### config.mk
export PLATFORM = sky130hd
export DESIGN_NAME = if_stage_s
export DESIGN_NICKNAME = d
export VERILOG_FILES = /design/src/rtl/if_stage_s.sv
export SDC_FILE = /design/constraint.sdc
export NUM_CORES = 1
export LEC_CHECK = 0
export CORE_UTILIZATION = 40
export DETAILED_ROUTE_END_ITERATION = 10
export GPL_TIMING_DRIVEN = 0
export HOLD_SLACK_MARGIN = 0.03
export PLACE_DENSITY = 0.63
export SLEW_MARGIN = 20
export SYNTH_ARGS = -nofsm -noshare
export SYNTH_HDL_FRONTEND = slang
export SYNTH_SLANG_ARGS = --single-unit
### constraint.sdc
create_clock -name clk -period 5.6 [get_ports clk]
set_input_delay 1.4 -clock clk [delete_from_list [all_inputs] [get_ports clk]]
set_output_delay 1.4 -clock clk [all_outputs]
set_load 0.05 [all_outputs]
### src/rtl/if_stage_s.sv
// if_stage_s: RISC-V instruction-fetch stage with IF/ID pipeline register.
// Fetches one instruction per cycle from a variable-latency instruction
// memory. It supports stalls from hazard detection, redirects from
// branches and jumps, and the draining of abandoned fetches.
//
// Ports:
//   clk, rst          clock; synchronous active-high reset
//   stall             freeze PC and IF/ID (hazard detection)
//   redirect          taken branch / jump resolved downstream
//   redirect_pc       redirect target, used as-is
//   imem_req          instruction-memory request
//   imem_addr         fetch address, stable while a request is outstanding
//   imem_valid        memory response for the current request
//   imem_rdata        instruction word returned by memory
//   ifid_instruction  IF/ID instruction (NOP on bubbles and flushes)
//   ifid_pc           address of ifid_instruction
//   ifid_valid        1 = real instruction, 0 = bubble
module if_stage_s #(
    parameter logic [31:0] RESET_PC  = 32'h0000_0000,
    parameter logic [31:0] NOP_INSTR = 32'h0000_0013
) (
    input  logic        clk,
    input  logic        rst,
    input  logic        stall,
    input  logic        redirect,
    input  logic [31:0] redirect_pc,
    output logic        imem_req,
    output logic [31:0] imem_addr,
    input  logic        imem_valid,
    input  logic [31:0] imem_rdata,
    output logic [31:0] ifid_instruction,
    output logic [31:0] ifid_pc,
    output logic        ifid_valid
);

    typedef enum logic [1:0] {
        IDLE  = 2'd0,
        FETCH = 2'd1,
        HOLD  = 2'd2,
        DROP  = 2'd3
    } state_t;

    state_t      state;
    logic [31:0] pc;
    logic [31:0] pending_pc;
    logic [31:0] buffer;
    logic        done;
    logic [31:0] drop_target;

    // PC is only updated when no request is outstanding or the request
    // completes. This keeps the fetch address stable and allows it to be
    // driven straight from the PC register.
    assign imem_addr   = pc;
    assign done        = imem_req && imem_valid;
    // In DROP, a redirect arriving in the completion cycle takes precedence.
    assign drop_target = redirect ? redirect_pc : pending_pc;

    // Fetch FSM, PC and IF/ID register.
    always_ff @(posedge clk) begin
        if (rst) begin
            state            <= IDLE;
            pc               <= RESET_PC;
            pending_pc       <= RESET_PC;
            buffer           <= 32'h0;
            imem_req         <= 1'b0;
            ifid_instruction <= NOP_INSTR;
            ifid_pc          <= 32'h0;
            ifid_valid       <= 1'b0;
        end else begin
            // A redirect flushes IF/ID in every state, whether or not stall is set.
            if (redirect) begin
                ifid_instruction <= NOP_INSTR;
                ifid_valid       <= 1'b0;
            end

            case (state)
                IDLE: begin
                    if (redirect) begin
                        pc <= redirect_pc;
                    end
                    state    <= FETCH;
                    imem_req <= 1'b1;
                end

                FETCH: begin
                    if (redirect) begin
                        if (done) begin
                            pc <= redirect_pc;
                        end else begin
                            // The outstanding request must still drain.
                            pending_pc <= redirect_pc;
                            state      <= DROP;
                        end
                    end else if (done) begin
                        if (stall) begin
                            buffer   <= imem_rdata;
                            state    <= HOLD;
                            imem_req <= 1'b0;
                        end else begin
                            ifid_instruction <= imem_rdata;
                            ifid_pc          <= pc;
                            ifid_valid       <= 1'b1;
                            pc               <= pc + 32'd4;
                        end
                    end else if (!stall) begin
                        ifid_instruction <= NOP_INSTR;
                        ifid_valid       <= 1'b0;
                    end
                end

                HOLD: begin
                    if (redirect) begin
                        pc       <= redirect_pc;
                        state    <= FETCH;
                        imem_req <= 1'b1;
                    end else if (!stall) begin
                        ifid_instruction <= buffer;
                        ifid_pc          <= pc;
                        ifid_valid       <= 1'b1;
                        pc               <= pc + 32'd4;
                        state            <= FETCH;
                        imem_req         <= 1'b1;
                    end
                end

                DROP: begin
                    if (redirect) begin
                        pending_pc <= redirect_pc;
                    end
                    if (done) begin
                        pc    <= drop_target;
                        state <= FETCH;
                    end
                end

                default: begin
                    state    <= IDLE;
                    imem_req <= 1'b0;
                end
            endcase
        end
    end

endmodule

==> results.cfg <==
[routing]
vias_per_cell = 5.70
via_count = 8350
antenna_left = 0
drtPass1Iterations = 6
wl_per_cell_um = 18.9
wl_um = 27600
drcViolationCount = 0
dr.first_iter.drc_count = 755

[power]
peakVddDrop_uv = 239
finalPower_w = 0.00424
pwr_density_cell_nw_per_um2 = 394
p_leak_nw = 3.89

[synthesis]
synth_edf_count = 0
syn_inst = 1001
synthDistinctLibCells = 61
synth_top_area_share_pct = 40.3
synth_area_leader_cell = dfxtp_1
synthTopCellsByArea = dfxtp_1 (40%), mux2i_1 (7.9%), nand2_1 (7.4%)
avgSynthCellArea_um2 = 8.15
yosysWarnings = 0
seq_area_frac_synth_pct = 40.3
yosys_most_used_dff = dfxtp_1
ys_ff_latch = 164
syn-num-nets = 1077
netlist_area_um2 = 8160
async_flop_share_pct = 0

[floorplan]
die_x_um = 145
initial_core_util_pct = 41.4
io_pins = 167
core-area_um2 = 19700
num_rows = 51
die_h_um = 145
die-area_um2 = 21000

[placement]
dp_hpwl_um = 20500
place_congestion = 0.922
port_buffers = 165
placed_cell_area_um2 = 10100

[global_routing]
met1_usage_pct = 41.3
overflow = 0
gr-max-usage-layer = met1
grt.met3_usage_pct = 3.92
grt_max_degree = 17
antenna_found_initial = 0
track_usage_pct = 26.5
grt_pass1_vias = 7188
grtUsageMet2_pct = 37.2
grt_pass1_wl_um = 42000

[clocking]
post_cts_buffers = 0
cts_made_buffers = 17
cts_root_buf = clkbuf_16
cts_tree = yes
cts-resized-gates = 0
cts.sinks = 164
max-clock-path-buffers = 2
clkTransAtPathRegs_ns = 0.07
htreeDepth = 4
worstSkewPairLatency_ns = 0.43
postCtsHoldBufs = 0

[setup_path]
cp.required_ns = 5.89
max_stage_delay_ns = 0.62
endpoint_kind = flop
ff2ff_path_depth = 7
start_kind = input port
critical-path-top-delay-family = compound AO/OA/AOI/OAI gates
path_max_fanout = 10
worst_path_max_delay_cell = clkdlybuf4s50_1
reg2reg_setup_slack_ns = 2.63
arrival_ns = 3.92
rr_endpoint = imem_addr[9]$_SDFFE_PP0P_
critPathBufInv = 2
cp-startpoint = imem_valid
path_cells = clkdlybuf4s50_1, o2bb2ai_1, nand3_1, clkbuf_1, a221oi_1, a211oi_1
path_class = in2reg
r2r-start = state[0]$_SDFFE_PP0P_

[cells_and_area]
final_common_cell = clkdlybuf4s50_1
final_cell_mix = clkdlybuf4s50_1 (165), dfxtp_1 (164), nand2_1 (161)
layout.nets = 1261
syn2layout_area_growth_pct = 31.9
stdcell_area_um2 = 10800
drive_gt1_share_pct = 5.09
nFillCells = 1893

[run]
drv_cap = 0

[sta]
finalSetupViolCount = 0
tightest_slew_ns = 0.856
slew_violations = 0
final.setup.tns_ns = 0
fmax_ghz = 0.276
rsz0062_at_grt = false
slew-limit-headroom_pct = 42.9
fin_crit_ns = 3.63
skew_ns = 0.0104
final.period_utilization_pct = 64.8
finalHoldViolations = 0

[min_path]
hold_class = reg2reg
min_from = buffer[26]$_SDFFE_PP0P_
min_to = buffer[26]$_SDFFE_PP0P_
hold_depth = 2

[outcome]
status = finished clean
==> flip-flops by register name (all words and copies together) (netlist names) <==
| name | count |
|---|---|
| ifid_pc | 32 |
| state | 2 |
| pending_pc | 32 |
| buffer | 32 |
| ifid_instruction | 32 |
| imem_req | 1 |
| imem_addr | 32 |
| ifid_valid | 1 |
==> stage by stage <==
stage	hold slack [ns]	setup slack [ns]	std cells	utilization [%]
floorplan	0.433	2.63	1001	-
global placement	0.441	1.62	1431	51.4
detailed placement	0.446	1.60	1431	51.4
CTS	0.455	2.05	1463	54.5
global route	0.473	1.85	1463	54.5
finish	0.455	1.97	1464	54.6
==> metal layers <==
layer | share of wire [%] | vias up
li1 | - | 3997
met1 | 49 | 3946
met2 | 42 | 372
met3 | 7.8 | 35
met4 | 1.3 | 0
met5 | 0 | -
==> final cells by class <==
type	count	area, um^2	share of cell area (%)
multi-input cells	741	4480	41.6
flip-flops and latches	164	3280	30.5
repair buffers	165	1650	15.4
clock buffers	19	443	4.12
plain buffers	87	360	3.35
well taps	265	332	3.08
clock inverters	13	173	1.61
inverters	9	33.8	0.314
diodes	1	2.50	0.0233
==> worst min-delay path, delay by kind of cell (launching register included) <==
kind            cells  cell delay, ns
simple gates        1            0.05
flops               1            0.31
compound gates      1            0.05
==> power by group <==
part | total (W) | switching [W] | internal (W)
Sequential | 0.00149 | 0.000190 | 0.00130
Combinational | 0.00152 | 0.00102 | 0.000508
Clock | 0.00123 | 0.000510 | 0.000722
==> synthesized netlist by cell type, drive strengths merged, types with 8 or more instances <==
library cell    n
buf            20
inv             9
nor3           19
o21ai          40
dfxtp         164
a221o          12
a22oi          63
mux2i          64
nand3          15
a221oi         17
clkbuf         67
a211oi          8
nand2         161
nand2b          9
a21oi          88
o22ai          35
nor2           97
==> logic make-up after synthesis <==
group                      after synthesis  share of synthesized area, %
AOI/OAI and AO/OA                      304                          24.5
muxes                                   69                          8.55
xor gates and xnor gates                 9                         0.967
adders and majority gates                7                          1.07
buffers and inverters                   96                          4.83
and+or+nand+nor                        352                          19.8
DFF                                    164                          40.3
==> worst max-delay path by stage <==
stage | slack [ns] | depth (start not counted) | endpoint
6_report | 1.97 | 6 | imem_addr[9]$_SDFFE_PP0P_
5_1_grt | 1.85 | 8 | ifid_instruction[26]$_SDFF_PP0_
4_1_cts | 2.05 | 8 | ifid_pc[29]$_SDFFE_PP0P_
3_5_place_dp | 1.60 | 8 | ifid_pc[29]$_SDFFE_PP0P_
3_3_place_gp | 1.62 | 8 | ifid_pc[29]$_SDFFE_PP0P_
2_1_floorplan | 2.63 | 7 | ifid_instruction[11]$_SDFF_PP0_
Note: power is estimated with default switching activity, not from simulation.
